### config.mk
export PLATFORM = sky130hd
export DESIGN_NAME = tiny_cpu_param
export DESIGN_NICKNAME = d
export VERILOG_FILES = /design/src/rtl/tiny_cpu_pkg.sv /design/src/rtl/tiny_mul_seq.sv /design/src/rtl/tiny_cpu_param.sv
export SDC_FILE = /design/constraint.sdc
export NUM_CORES = 1
export LEC_CHECK = 0
export ABC_CLOCK_PERIOD_IN_PS = 4100
export CAP_MARGIN = 40
export CORE_ASPECT_RATIO = 0.5
export CORE_MARGIN = 4
export CORE_UTILIZATION = 40
export DETAILED_ROUTE_END_ITERATION = 7
export PLACE_DENSITY = 0.67
export SLEW_MARGIN = 20
export SYNTH_ARGS = -nofsm -noshare
export SYNTH_HDL_FRONTEND = slang
export SYNTH_SLANG_ARGS = --single-unit
### constraint.sdc
create_clock -name Clk -period 4.1 [get_ports Clk]
set_clock_uncertainty 0.05 [all_clocks]
set_input_delay 1.025 -clock Clk [delete_from_list [all_inputs] [get_ports Clk]]
set_output_delay 1.025 -clock Clk [all_outputs]
set_load 0.005 [all_outputs]
### src/rtl/tiny_cpu_pkg.sv
// Shared definitions for the parametrised TinyCPU.
// - Opcode encodings (4-bit OP field).
// - Instruction field offset helpers, derived from DATA_W and AW.
// - Control FSM state encoding.
package tiny_cpu_pkg;

    localparam logic [3:0] OP_CLR = 4'h0;
    localparam logic [3:0] OP_LDI = 4'h1;
    localparam logic [3:0] OP_MOV = 4'h2;
    localparam logic [3:0] OP_ADD = 4'h3;
    localparam logic [3:0] OP_SUB = 4'h4;
    localparam logic [3:0] OP_XOR = 4'h5;
    localparam logic [3:0] OP_AND = 4'h6;
    localparam logic [3:0] OP_SHR = 4'h7;
    localparam logic [3:0] OP_SHL = 4'h8;
    localparam logic [3:0] OP_CMP = 4'h9;
    localparam logic [3:0] OP_MUL = 4'hA;
    localparam logic [3:0] OP_NOP = 4'hB;

    // Instruction layout, MSB to LSB: {OP[3:0], RD[AW], RS[AW], IMM[DATA_W]}
    function automatic int unsigned op_lsb(input int unsigned data_w, input int unsigned aw);
        return data_w + 2 * aw;
    endfunction

    function automatic int unsigned rd_lsb(input int unsigned data_w, input int unsigned aw);
        return data_w + aw;
    endfunction

    function automatic int unsigned rs_lsb(input int unsigned data_w);
        return data_w;
    endfunction

    typedef enum logic {
        StIdle,
        StMul
    } state_e;

endpackage

### src/rtl/tiny_mul_seq.sv
// Iterative shift-add multiplier, one partial-product step per clock.
// Ports:
//   clk, rst_n            clock, asynchronous active-low reset
//   start                 latch operand_a/operand_b, clear accumulator and counter
//   operand_a, operand_b  unsigned DATA_W-bit factors
//   busy                  a multiplication is in progress
//   done                  high during the cycle whose closing edge performs the last step
//   product               2*DATA_W-bit product; valid while done is high
module tiny_mul_seq #(
    parameter int unsigned DATA_W = 8
) (
    input  logic                clk,
    input  logic                rst_n,
    input  logic                start,
    input  logic [DATA_W-1:0]   operand_a,
    input  logic [DATA_W-1:0]   operand_b,
    output logic                busy,
    output logic                done,
    output logic [2*DATA_W-1:0] product
);

    localparam int unsigned CW = $clog2(DATA_W + 1);
    localparam logic [CW-1:0] LAST_STEP = CW'(DATA_W - 1);

    logic [2*DATA_W-1:0] mcand_q, mcand_d;
    logic [2*DATA_W-1:0] acc_q, acc_d;
    logic [2*DATA_W-1:0] acc_step;
    logic [DATA_W-1:0]   mplier_q, mplier_d;
    logic [CW-1:0]       cnt_q, cnt_d;
    logic                busy_q, busy_d;

    // Accumulator value after the step taken at the next edge.
    assign acc_step = acc_q + (mplier_q[0] ? mcand_q : '0);

    always_comb begin
        mcand_d  = mcand_q;
        acc_d    = acc_q;
        mplier_d = mplier_q;
        cnt_d    = cnt_q;
        busy_d   = busy_q;
        done     = 1'b0;
        if (start) begin
            mcand_d  = {{DATA_W{1'b0}}, operand_a};
            mplier_d = operand_b;
            acc_d    = '0;
            cnt_d    = '0;
            busy_d   = 1'b1;
        end else if (busy_q) begin
            acc_d    = acc_step;
            mcand_d  = mcand_q << 1;
            mplier_d = mplier_q >> 1;
            cnt_d    = cnt_q + CW'(1);
            if (cnt_q == LAST_STEP) begin
                busy_d = 1'b0;
                done   = 1'b1;
            end
        end
    end

    always_ff @(posedge clk or negedge rst_n) begin
        if (!rst_n) begin
            mcand_q  <= '0;
            acc_q    <= '0;
            mplier_q <= '0;
            cnt_q    <= '0;
            busy_q   <= 1'b0;
        end else begin
            mcand_q  <= mcand_d;
            acc_q    <= acc_d;
            mplier_q <= mplier_d;
            cnt_q    <= cnt_d;
            busy_q   <= busy_d;
        end
    end

    assign busy    = busy_q;
    assign product = acc_step;

endmodule

### src/rtl/tiny_cpu_param.sv
// Parametrised TinyCPU: executes packed instructions against an NREGS-entry register
// file, a Result register and Z/C flags; MUL is iterative and takes DATA_W cycles.
// Ports:
//   Clk, Rst_n        clock, asynchronous active-low reset
//   In                instruction {OP[3:0], RD[AW], RS[AW], IMM[DATA_W]}
//   In_valid/In_ready instruction handshake; In_ready high whenever the CPU is idle
//   Result            result register
//   Flag_z, Flag_c    zero/equal and carry/borrow/less-than flags
//   Done              one-cycle pulse per retired instruction
//   Err               sticky illegal-opcode flag (cleared by CLR or reset)
//   Dbg_sel/Dbg_data  combinational register-file read port
module tiny_cpu_param
    import tiny_cpu_pkg::*;
#(
    parameter int unsigned  DATA_W  = 8,
    parameter int unsigned  NREGS   = 4,
    localparam int unsigned AW      = $clog2(NREGS),
    localparam int unsigned INSTR_W = 4 + 2 * AW + DATA_W
) (
    input  logic               Clk,
    input  logic               Rst_n,
    input  logic [INSTR_W-1:0] In,
    input  logic               In_valid,
    output logic               In_ready,
    output logic [DATA_W-1:0]  Result,
    output logic               Flag_z,
    output logic               Flag_c,
    output logic               Done,
    output logic               Err,
    input  logic [AW-1:0]      Dbg_sel,
    output logic [DATA_W-1:0]  Dbg_data
);

    localparam int unsigned OP_LSB = op_lsb(DATA_W, AW);
    localparam int unsigned RD_LSB = rd_lsb(DATA_W, AW);
    localparam int unsigned RS_LSB = rs_lsb(DATA_W);

    // Instruction fields
    logic [3:0]        op;
    logic [AW-1:0]     rd;
    logic [AW-1:0]     rs;
    logic [DATA_W-1:0] imm;

    assign op  = In[OP_LSB +: 4];
    assign rd  = In[RD_LSB +: AW];
    assign rs  = In[RS_LSB +: AW];
    assign imm = In[DATA_W-1:0];

    // Architectural state
    logic [DATA_W-1:0] regs_q [NREGS];
    logic [DATA_W-1:0] regs_d [NREGS];
    logic [DATA_W-1:0] result_q, result_d;
    logic              z_q, z_d;
    logic              c_q, c_d;
    logic              err_q, err_d;
    logic              done_q, done_d;
    state_e            state_q, state_d;

    // Datapath
    logic [DATA_W-1:0]   op_a, op_b;
    logic [DATA_W:0]     sum;
    logic                accept;
    logic                alu_wr;
    logic [DATA_W-1:0]   alu_res;
    logic                alu_c;
    logic                mul_start;
    logic                mul_busy;
    logic                mul_done;
    logic [2*DATA_W-1:0] mul_product;

    assign op_a   = regs_q[rd];
    assign op_b   = regs_q[rs];
    assign sum    = {1'b0, op_a} + {1'b0, op_b};
    assign accept = In_valid && In_ready;

    tiny_mul_seq #(
        .DATA_W (DATA_W)
    ) u_mul (
        .clk       (Clk),
        .rst_n     (Rst_n),
        .start     (mul_start),
        .operand_a (op_a),
        .operand_b (op_b),
        .busy      (mul_busy),
        .done      (mul_done),
        .product   (mul_product)
    );

    always_comb begin
        regs_d    = regs_q;
        result_d  = result_q;
        z_d       = z_q;
        c_d       = c_q;
        err_d     = err_q;
        done_d    = 1'b0;
        state_d   = state_q;
        mul_start = 1'b0;
        alu_wr    = 1'b0;
        alu_res   = '0;
        alu_c     = 1'b0;

        unique case (state_q)
            StIdle: begin
                if (accept) begin
                    done_d = 1'b1;
                    unique case (op)
                        OP_CLR: begin
                            regs_d   = '{default: '0};
                            result_d = '0;
                            z_d      = 1'b0;
                            c_d      = 1'b0;
                            err_d    = 1'b0;
                        end
                        OP_LDI: regs_d[rd] = imm;
                        OP_MOV: regs_d[rd] = result_q;
                        OP_ADD: begin
                            alu_wr  = 1'b1;
                            alu_res = sum[DATA_W-1:0];
                            alu_c   = sum[DATA_W];
                        end
                        OP_SUB: begin
                            alu_wr  = 1'b1;
                            alu_res = op_a - op_b;
                            alu_c   = (op_a < op_b);
                        end
                        OP_XOR: begin
                            alu_wr  = 1'b1;
                            alu_res = op_a ^ op_b;
                        end
                        OP_AND: begin
                            alu_wr  = 1'b1;
                            alu_res = op_a & op_b;
                        end
                        OP_SHR: begin
                            alu_wr  = 1'b1;
                            alu_res = {1'b0, op_a[DATA_W-1:1]};
                            alu_c   = op_a[0];
                        end
                        OP_SHL: begin
                            alu_wr  = 1'b1;
                            alu_res = {op_a[DATA_W-2:0], 1'b0};
                            alu_c   = op_a[DATA_W-1];
                        end
                        OP_CMP: begin
                            z_d = (op_a == op_b);
                            c_d = (op_a < op_b);
                        end
                        OP_MUL: begin
                            // Retires later, from StMul.
                            mul_start = 1'b1;
                            done_d    = 1'b0;
                            state_d   = StMul;
                        end
                        OP_NOP: ;
                        default: err_d = 1'b1;
                    endcase
                end
            end
            StMul: begin
                // In_valid is ignored here; the source holds the next instruction.
                if (mul_done) begin
                    alu_wr  = 1'b1;
                    alu_res = mul_product[DATA_W-1:0];
                    alu_c   = |mul_product[2*DATA_W-1:DATA_W];
                    done_d  = 1'b1;
                    state_d = StIdle;
                end
            end
            default: state_d = StIdle;
        endcase

        if (alu_wr) begin
            result_d = alu_res;
            c_d      = alu_c;
            z_d      = (alu_res == '0);
        end
    end

    always_ff @(posedge Clk or negedge Rst_n) begin
        if (!Rst_n) begin
            regs_q   <= '{default: '0};
            result_q <= '0;
            z_q      <= 1'b0;
            c_q      <= 1'b0;
            err_q    <= 1'b0;
            done_q   <= 1'b0;
            state_q  <= StIdle;
        end else begin
            regs_q   <= regs_d;
            result_q <= result_d;
            z_q      <= z_d;
            c_q      <= c_d;
            err_q    <= err_d;
            done_q   <= done_d;
            state_q  <= state_d;
        end
    end

    // The control FSM and the multiplier must agree on when a MUL is in flight.
    assert property (@(posedge Clk) disable iff (!Rst_n) (state_q == StMul) == mul_busy);

    assign In_ready = (state_q == StIdle);
    assign Result   = result_q;
    assign Flag_z   = z_q;
    assign Flag_c   = c_q;
    assign Done     = done_q;
    assign Err      = err_q;
    assign Dbg_data = regs_q[Dbg_sel];

endmodule
* Word-level counts from Yosys, hierarchy flattened
Cells that the tools add are included.
Storage, ports and cells: register bits 90, input port bits 21, output and inout bits 21, logic and storage cells 123
Operators by class: add/subtract/negate cells 4, order comparisons 5, equal/unequal tests 14, muxes and demuxes 62, bitwise operators 7, reduce and logical (&&, ||, !) cells 16
Operator list (count):
- $mux W8 | 15
- $pmux W32 S3 | 1
- $mux W16 | 5
- $bwmux W32 | 2
- $bmux W8 S2 | 3
- $pmux W8 S6 | 1
- $mux W1 | 23
- $eq A4 B3 Y1 const B | 5
- $add A16 B16 Y16 | 1
- $demux W8 S2 | 1
- $eq A4 B4 Y1 const B | 4
- $pmux W8 S2 | 1
- $pmux W1 S2 | 7
- $reduce_and A3 Y1 | 4
- $reduce_or A11 Y1 | 1
- $add A8 B8 Y9 | 1
- $ge A3 B3 Y1 const B | 3
- $not A2 Y3 | 3
- $and A8 B8 Y8 | 1
- $eq A4 B2 Y1 const B | 2
- $eq A8 B8 Y1 | 1
- $logic_not A8 Y1 | 1
- $lt A8 B8 Y1 | 1
- $mux W4 | 2
- other kinds (14) | 19

* Longest topological paths before layout
Gate-level depths: netlist of run 1.
depth after elaboration 10, depth in mapped cells 13, mapped depth without buffers 12

* By module
Synthesis of run 1 repeated with hierarchy kept, for this count alone.
Unflattened totals: cell total of the unflattened synthesis 688, area, all modules 6580.1 um2
Modules (own cells, without submodules):
- tiny_cpu_param | times used 1, cells an instance 395, area each 3713.6 um2, seq. area each 1126.1 um2
- tiny_mul_seq | times used 1, cells an instance 293, area each 2866.5 um2, seq. area each 1126.1 um2

* Least setup slack after synthesis of run 1
Ideal clock, no wire load.
kind input port to flip-flop, from input In[8], to register z_q, in the netlist Flag_z, setup time 0.103 ns, arrival time 3.825 ns, data required time 3.947 ns, slack 0.121 ns, stages 12, path buffers 2, cell sequence clkbuf_1 > mux4_2 > inv_1 > ha_1 > clkbuf_1 > nand2b_1 > a211oi_1 > o31a_2 > o41ai_1 > a211oi_2 > o211ai_1 > o41ai_2
On the way: cells in the longest elaborated chain, start to end 10, elaborated cells between the ends (all ways) 17, classes of those cells add/sub (2); eq/ne (1); mux (10); bitwise (3); reduce/logical (1)
RTL lines:
- from (decl) | RTL line tiny_cpu_param.sv:22 | input logic [INSTR_W-1:0] In,
- $not A2 Y3 (not written as such) (*) | RTL line tiny_cpu_param.sv:72 | assign op_b = regs_q[rs];
- $bmux W8 S2 (*) | RTL line tiny_cpu_param.sv:72
- $mux W8 (not written as such) (*) (2 in series) | RTL line tiny_cpu_param.sv:72
- $sub A8 B8 Y8 (tied with other cells) | RTL line tiny_cpu_param.sv:123 | alu_res = op_a - op_b;
- $pmux W8 S6 | RTL line tiny_cpu_param.sv:106 | unique case (op)
- $mux W8 | RTL line tiny_cpu_param.sv:104 | if (accept) begin
- $pmux W8 S2 | RTL line tiny_cpu_param.sv:102 | unique case (state_q)
- $logic_not A8 Y1 | RTL line tiny_cpu_param.sv:175 | z_d = (alu_res == '0);
- $mux W1 (*) | RTL line tiny_cpu_param.sv:172 | if (alu_wr) begin
- to (signal assigned) | RTL line tiny_cpu_param.sv:191 | z_q <= z_d;
- to (decl) | RTL line tiny_cpu_param.sv:53 | logic z_q, z_d;
Mark *: on every way between the ends. The rest lies on a longest branch, timed or not. The select of a mux whose other input is x is not followed. A chain may end at the register's enable or synchronous reset.

* Worst setup path after layout of run 1
from input In[11], to register z_q, in the netlist Flag_z
On the way: cells in the longest elaborated chain, start to end 10, elaborated cells between the ends (all ways) 17, classes of those cells add/sub (2); eq/ne (1); mux (10); bitwise (3); reduce/logical (1)
RTL lines:
- $not A2 Y3 (not written as such) (*) | RTL line tiny_cpu_param.sv:71 | assign op_a = regs_q[rd];
- $bmux W8 S2 (*) | RTL line tiny_cpu_param.sv:71
- $mux W8 (not written as such) (*) (2 in series) | RTL line tiny_cpu_param.sv:71
- $sub A8 B8 Y8 (tied with other cells) | RTL line tiny_cpu_param.sv:123
- $pmux W8 S6 | RTL line tiny_cpu_param.sv:106
- $mux W8 | RTL line tiny_cpu_param.sv:104
- $pmux W8 S2 | RTL line tiny_cpu_param.sv:102
- $logic_not A8 Y1 | RTL line tiny_cpu_param.sv:175
- $mux W1 (*) | RTL line tiny_cpu_param.sv:172
Marks and branches as above.

==> metrics.cfg, run 1 <==
[cells_and_area]
count_of_nets_after_finishing=853
layout_commonest_cell=sky130_fd_sc_hd__dfrtp_1
drive_above_1_share=0.187
diodes=0
final_cell_mix=sky130_fd_sc_hd__dfrtp_1 (89), sky130_fd_sc_hd__buf_4 (76), sky130_fd_sc_hd__nand2_1 (66), sky130_fd_sc_hd__o21ai_0 (62), sky130_fd_sc_hd__nor2_1 (51)
nFillCells=1480
syn2layout_area_growth_pct=22.2

[floorplanning]
dieHeight_um=99.2
core-area_um2=15900
die-area_um2=18900
start_util=0.420
rows=32
io_pins=42
fp.dieW_um=190

[placed_design]
place.port_buffers=41
pre_cts_slack_ps=-356
dp_hpwl_um=14100
gp_routability_congestion=0.934

[detailed_routing]
drcViolationCount=0
routed_wirelength_um=19100
first_pass_iters=5
routedLengthMet1_um=8930
drt_iter0_drcs=566
vias=5933
postRouteAntennaNets=0
top_layer_used=met4
via_per_inst=5.81
detailroute.wirelength.met3_um=1120
wl_met2_um=8650
wl_per_cell_um=18.7

[clock_network]
clock_sinks=90
clock_insertion_delay_worst_skew_ps=340
tritoncts_clock_tree=yes
cts.clk_slew.worst_paths_ps=70
cts-htree-levels=3
clockBufferDepth=2
root_buffer=sky130_fd_sc_hd__clkbuf_16
cts-buffers-inserted=9

[yosys]
synth.ff_latch_count=90
synthesis.instances=714
asyncSetResetFlopFracSynth=1.00
syn-num-nets=771
synthSimpleGateAreaFrac=0.189
synth_largest_area_cell=sky130_fd_sc_hd__dfrtp_1
post_synth_mux_area_share=0.137
combinational_family_with_the_most_area_after_synthesis=compound AO/OA/AOI/OAI gates
synth_fa_ha_area_frac=0.0711
synth_edf_count=0
synth_xor_area_frac=0.0197
yosysTopAreaCellShare=0.339
synth.cell_area_um2=6650
synth_area_leaders=sky130_fd_sc_hd__dfrtp_1 (34%), sky130_fd_sc_hd__mux4_2 (7.4%), sky130_fd_sc_hd__ha_1 (6.2%)
synth-compound-area-share=0.194
synth_ff_type=sky130_fd_sc_hd__dfrtp_1
yosys.cell_types.count=80
post_synth.cell_area_avg_um2=9.32
yosysWarningCount=0
ys_seq_area_frac=0.339

[critical_path]
crit_arrival_ps=4080
timing.critical_path.required_ps=4290
crit_path_kind=in2reg
worst_setup_path_start_kind=input pin
timing.reg2reg.setup_slack_ps=860
critical_path.endpoint_type=flip-flop
critPathMaxFanout=7

[flow_run]
maxCapViolCount=0

[timing]
setup_viol=0
hold_viol_final=0
rsz_0062_raised_after_global_routing=false
final_critical_path_setup_slack_ps=216
tightest_slew_ps=670
fin_tns_setup_ps=0
max_freq_mhz=257
timing_max_transition_violations_final=0
min_period_ps=3880
final_min_period_over_clock_period=0.947
max-slew-margin-rel=0.553

[pwr]
power.switching_w=0.00155
internal_power_of_the_cells_w=0.00247
p_sw_frac=0.386
power_density_nw_per_um2=495
power_frac_seq=0.308
max-vdd-ir-drop_uv=263
power_leakage_nw=3.29
clockPowerShare=0.241
power.share.combinational=0.451

[global_routing]
grt_use_total=0.203
grt_start_max_net_pins=63
grt_antenna_before_repair=0
number_of_global_route_vias_before_repair=5796
globalRouteOverflowTotal=0
grt_pass1_wl_um=31100

[outcome]
run_status=complete, no violations

[hold_path]
min_path_type=reg2reg

[cell type report]
type	instances	area, um^2	area share
clock buffer	10	229	0.0282
clock inverter	6	115	0.0142
inverter	24	90.1	0.0111
multi-input combinational	552	4130	0.508
sequential	90	2250	0.277
tap	221	277	0.0340
timing repair buffer	119	1040	0.127
[cells in the mapped netlist, types with 4 or more instances]
cell and number:
sky130_fd_sc_hd__buf_1 7, sky130_fd_sc_hd__a22o_1 10, sky130_fd_sc_hd__clkbuf_1 28, sky130_fd_sc_hd__o21ai_1 9
sky130_fd_sc_hd__xor2_1 4, sky130_fd_sc_hd__inv_1 23, sky130_fd_sc_hd__nand3b_1 4, sky130_fd_sc_hd__buf_2 5
sky130_fd_sc_hd__a21oi_1 24, sky130_fd_sc_hd__mux2i_1 35, sky130_fd_sc_hd__and3_1 4, sky130_fd_sc_hd__dfrtp_1 90
sky130_fd_sc_hd__o21ai_0 65, sky130_fd_sc_hd__mux4_2 22, sky130_fd_sc_hd__ha_1 33, sky130_fd_sc_hd__nor3_1 12
sky130_fd_sc_hd__nand4_1 4, sky130_fd_sc_hd__and2_1 17, sky130_fd_sc_hd__a211oi_1 11, sky130_fd_sc_hd__nor4_1 4
sky130_fd_sc_hd__nor2_1 51, sky130_fd_sc_hd__o2111ai_1 5, sky130_fd_sc_hd__nand2b_1 4, sky130_fd_sc_hd__nand3_1 44
sky130_fd_sc_hd__nor3b_1 4, sky130_fd_sc_hd__or2_2 4, sky130_fd_sc_hd__a21o_1 13, sky130_fd_sc_hd__a22oi_1 5
sky130_fd_sc_hd__nand2_1 66, sky130_fd_sc_hd__o21a_1 5, sky130_fd_sc_hd__nor2b_1 11, sky130_fd_sc_hd__xnor2_1 11
sky130_fd_sc_hd__clkbuf_8 4, sky130_fd_sc_hd__o211ai_1 8, sky130_fd_sc_hd__or3_1 4
[worst paths after layout]
kind | depth (start not counted) | from | to
max | 14 | In[11] | Flag_z$_DFFE_PN0P_
min reg2reg | 2 | u_mul.acc_q[3]$_DFFE_PN0P_ | u_mul.acc_q[3]$_DFFE_PN0P_
min in group asynchronous | 1 | Rst_n | u_mul.mcand_q[14]$_DFFE_PN0P_
max in group asynchronous | 2 | Rst_n | u_mul.acc_q[6]$_DFFE_PN0P_
max reg2reg | 10 | u_mul.mplier_q[0]$_DFFE_PN0P_ | Flag_c$_DFFE_PN0P_
min | 2 | u_mul.acc_q[3]$_DFFE_PN0P_ | u_mul.acc_q[3]$_DFFE_PN0P_
[cell families (layout without fill, tap and decap cells)]
logic type,after synthesis,in the layout
AO/OA/AOI/OAI,192,192
XOR/XNOR,15,15
adder cells (fa/ha/maj),36,36
buffers and inverters,72,159
flip-flops,90,90
multiplexers,60,60
AND/OR/NAND/NOR,249,249
[power groups by stage]
stage | registers (W) | logic, W | clock network [W]
2_1_floorplan | 0.00120 | 0.00128 | 0
3_3_place_gp | 0.00125 | 0.00174 | 0
3_5_place_dp | 0.00125 | 0.00177 | 0
4_1_cts | 0.00124 | 0.00178 | 0.000976
5_1_grt | 0.00127 | 0.00202 | 0.00102
6_report | 0.00124 | 0.00181 | 0.000971
[through the flow]
stage	hold WS [ps]	util	total power, W	std cells	area (um^2)
after floorplan	437	-	0.00249	714	6650
after global placement	436	0.484	0.00298	1001	7680
after detailed placement	454	0.485	0.00302	1002	7690
after CTS	483	0.507	0.00400	1018	8040
after global routing	507	0.513	0.00431	1022	8130
final	478	0.513	0.00403	1022	8130
[what timing repair did]
action	4_1_cts	5_1_grt
buffers inserted	0	4
endpoints found under the setup margin	1	6
pin swaps	0	3
resized for setup	2	15
hold buffers	0	0
[critical path, stage by stage]
cell	delay, ps
sky130_fd_sc_hd__clkdlybuf4s50_1	460
sky130_fd_sc_hd__buf_4	160
sky130_fd_sc_hd__mux4_2	350
sky130_fd_sc_hd__inv_1	100
sky130_fd_sc_hd__ha_1	140
sky130_fd_sc_hd__inv_1	50
sky130_fd_sc_hd__fa_1	400
sky130_fd_sc_hd__nand3_2	130
sky130_fd_sc_hd__nand2_1	80
sky130_fd_sc_hd__a221oi_1	310
sky130_fd_sc_hd__a21o_1	150
sky130_fd_sc_hd__o21ai_0	100
sky130_fd_sc_hd__or2_1	260
sky130_fd_sc_hd__o41ai_2	350
[per-layer routing]
metal / track usage / vias up
met1: 0.295 / 2904
met3: 0.0431 / 37
li1: - / 2804
met5: 0 / -
met2: 0.315 / 188
met4: 0.0458 / 0
[sequential cells by signal, indices dropped and copies added, names as in the netlist]
signal and flops:
Done 1, Err 1, Flag_c 1, Flag_z 1
Result 8, regs_q 32, state_q 1, u_mul.acc_q 16
u_mul.busy 1, u_mul.cnt_q 4, u_mul.mcand_q 16, u_mul.mplier_q 8
Note: power is estimated with default switching activity, not from simulation.
==> run 2: changes to the inputs <==
SETUP_SLACK_MARGIN = 0.3   (was not set)
==> run 2 against run 1 <==
  * Die area unchanged
  * Flip-flop and latch count did not move
  * Final area up 1.9%
  * Utilization is 0.95 points higher
  * Global-route usage about the same
  * Clock power shrank 5.3%
  * Register-to-register slack got worse by 50 ps
  * Largest power group unchanged
==> metrics.cfg, run 2 (synthesis results as in run 1) <==
[outcome]
run_status=complete, no violations  ; unchanged

[clock_network]
cts.clk_slew.worst_paths_ps=70  ; about the same
cts-htree-levels=3  ; unchanged
clock_sinks=90  ; unchanged
cts-buffers-inserted=9  ; unchanged
clockBufferDepth=2  ; unchanged
cts.hold.buffers_added=0  ; unchanged
root_buffer=sky130_fd_sc_hd__clkbuf_16  ; unchanged
clock_insertion_delay_worst_skew_ps=350  ; was 340 ps
tritoncts_clock_tree=yes  ; unchanged

[global_routing]
grt_antenna_before_repair=0  ; unchanged
grt_pass1_wl_um=31300  ; was 31100 um
globalRouteOverflowTotal=0  ; unchanged
grt_start_max_net_pins=63  ; unchanged
number_of_global_route_vias_before_repair=5919  ; was 5796
grt_use_total=0.204  ; was 0.203

[timing]
max_freq_mhz=264  ; was 257 MHz
min_period_ps=3790  ; was 3880 ps
max-slew-margin-rel=0.446  ; was 0.553
tightest_slew_ps=829  ; was 670 ps
setup_viol=0  ; unchanged
rsz_0062_raised_after_global_routing=true  ; was false
timing_max_transition_violations_final=0  ; unchanged
fin_tns_setup_ps=0  ; unchanged
final_min_period_over_clock_period=0.925  ; was 0.947
hold_viol_final=0  ; unchanged

[placed_design]
dp_hpwl_um=14100  ; about the same
dp_cells=1003  ; was 1002
place.port_buffers=41  ; unchanged
gp_routability_congestion=0.930  ; was 0.934

[critical_path]
worst_path_most_repeated_cell=sky130_fd_sc_hd__buf_4  ; was sky130_fd_sc_hd__inv_1
critical_path.endpoint_type=flip-flop  ; unchanged
critPathMaxFanout=7  ; unchanged
worst_setup_path_start_kind=input pin  ; unchanged
worst_r2r_startpoint=u_mul.mplier_q[0]$_DFFE_PN0P_  ; unchanged
crit_chain=clkdlybuf4s50_1 > buf_6 > mux4_2 > buf_4 > fa_2 > nor2_2 > a211oi_1 > o21ai_1 > a211oi_1 > a221oi_2 > buf_4 > buf_4 > buf_4 > nand2_1  ; was clkdlybuf4s50_1 > buf_4 > mux4_2 > inv_1 > ha_1 > inv_1 > fa_1 > nand3_2 > nand2_1 > a221oi_1 > a21o_1 > o21ai_0 > or2_1 > o41ai_2
crit_arrival_ps=4030  ; was 4080 ps
timing.reg2reg.setup_slack_ps=810  ; was 860 ps
reg2reg_to=Flag_c$_DFFE_PN0P_  ; unchanged
crit_path_kind=in2reg  ; unchanged
ff2ff_path_depth=10  ; unchanged
timing.critical_path.required_ps=4340  ; was 4290 ps
slowest_library_cell_on_the_worst_path=sky130_fd_sc_hd__fa_2  ; was sky130_fd_sc_hd__clkdlybuf4s50_1
worst_path_largest_cell_delay_ps=570  ; was 460 ps

[hold_path]
min_path_type=reg2reg  ; unchanged
worst_hold_path.num_cells=2  ; unchanged
min_from=Result[6]$_DFFE_PN0P_  ; was u_mul.acc_q[3]$_DFFE_PN0P_
holdPathEnd=Result[6]$_DFFE_PN0P_  ; was u_mul.acc_q[3]$_DFFE_PN0P_

[pwr]
power_density_nw_per_um2=482  ; was 495 nW/um^2
clockPowerShare=0.230  ; was 0.241
power.share.combinational=0.460  ; was 0.451
power.switching_w=0.00157  ; was 0.00155 W
power_frac_seq=0.310  ; was 0.308
p_sw_frac=0.394  ; was 0.386
total_power_w=0.00400  ; was 0.00403 W
max-vdd-ir-drop_uv=263  ; about the same
power_leakage_nw=3.33  ; was 3.29 nW
internal_power_of_the_cells_w=0.00242  ; was 0.00247 W

[cells_and_area]
nFillCells=1433  ; was 1480
final_cell_mix=sky130_fd_sc_hd__dfrtp_1 (89), sky130_fd_sc_hd__buf_4 (77), sky130_fd_sc_hd__nand2_1 (66), sky130_fd_sc_hd__o21ai_0 (60), sky130_fd_sc_hd__nor2_1 (50)  ; was sky130_fd_sc_hd__dfrtp_1 (89), sky130_fd_sc_hd__buf_4 (76), sky130_fd_sc_hd__nand2_1 (66), sky130_fd_sc_hd__o21ai_0 (62), sky130_fd_sc_hd__nor2_1 (51)
layout_commonest_cell=sky130_fd_sc_hd__dfrtp_1  ; unchanged
largest_registers=regs_q (32), u_mul.acc_q (16), u_mul.mcand_q (16)  ; unchanged
multi_input_area_um2=4240  ; was 4130 um^2
seq_area_um2=2250  ; unchanged
diodes=0  ; unchanged
count_of_nets_after_finishing=858  ; was 853
drive_above_1_share=0.217  ; was 0.187
largest_register=regs_q  ; unchanged
syn2layout_area_growth_pct=24.5  ; was 22.2%
post_layout_nonfiller_instances=1027  ; was 1022
largest_register_ffs=32  ; unchanged

[detailed_routing]
drt_iter0_drcs=354  ; was 566
routed_wirelength_um=19200  ; was 19100 um
postRouteAntennaNets=0  ; unchanged
first_pass_iters=5  ; unchanged
wl_per_cell_um=18.7  ; about the same
drcViolationCount=0  ; unchanged
vias=5984  ; was 5933
via_per_inst=5.83  ; was 5.81

[flow_run]
maxCapViolCount=0  ; unchanged

[floorplanning]
dieHeight_um=99.2  ; unchanged
io_pins=42  ; unchanged
start_util=0.420  ; unchanged
die-area_um2=18900  ; unchanged
core-area_um2=15900  ; unchanged
fp.dieW_um=190  ; unchanged
rows=32  ; unchanged

[run 2: cell types whose count changed in the layout (fill, tap and decap cells not counted), moves of 3 or more]
cell / previous run / this run
sky130_fd_sc_hd__inv_6: 0 / 3
sky130_fd_sc_hd__ha_4: 0 / 5
sky130_fd_sc_hd__buf_6: 0 / 3
sky130_fd_sc_hd__ha_1: 31 / 26
[run 2: what timing repair did]
action,CTS,global route
pin swaps,6,8
setup buffers,5,3
gates resized for setup,22,24
endpoints found under the setup margin,8,12
[run 2: worst max path at each step]
stage	from	to	slack [ps]	cells after the start
floorplan	In[8]	Flag_z$_DFFE_PN0P_	330	12
global placement	In[10]	Flag_c$_DFFE_PN0P_	-310	14
detailed placement	In[10]	Flag_z$_DFFE_PN0P_	-370	14
CTS	Dbg_sel[0]	Dbg_data[5]	310	4
global route	In[9]	Flag_z$_DFFE_PN0P_	240	13
finish	In[11]	Result[1]$_DFFE_PN0P_	310	14
[run 2: metrics by stage]
step | utilization | cell area, um^2 | setup slack [ps] | hold slack (ps)
after floorplan | - | 6650 | 328 | 437
final | 0.522 | 8280 | 308 | 468
after global routing | 0.522 | 8280 | 238 | 501
after global placement | 0.485 | 7690 | -308 | 437
after CTS | 0.515 | 8160 | 313 | 468
after detailed placement | 0.486 | 7710 | -371 | 451
[run 2: layer usage]
metal	track usage	part of all wire	vias to the layer above	wire, um
met5	0	0	-	0
met4	0.0612	0.026	0	501
met1	0.292	0.46	2963	8870
met2	0.313	0.45	175	8560
met3	0.0417	0.065	44	1260
li1	-	-	2802	-
[run 2: worst max-delay path: cells and delay by family]
family          cells  cell delay (ps)
fa+ha+maj           1              570
mux                 1              370
simple gates        2              100
compound gates      4              730
buf+inv             6             1250
[run 2: area by class of cell]
class	count	area share
repair buffers	124	0.132
inverters	24	0.0109
clock buffers	9	0.0272
well taps	221	0.0334
flip-flops and latches	90	0.272
clock inverters	7	0.0119
multi-input cells	552	0.512
[run 2: power groups by stage]
stage	Sequential (W)	Combinational, W	Clock (W)
after CTS	0.00124	0.00179	0.000935
after detailed placement	0.00125	0.00177	0
after floorplan	0.00120	0.00128	0
after global placement	0.00124	0.00172	0
after global routing	0.00126	0.00204	0.000982
final	0.00124	0.00184	0.000920
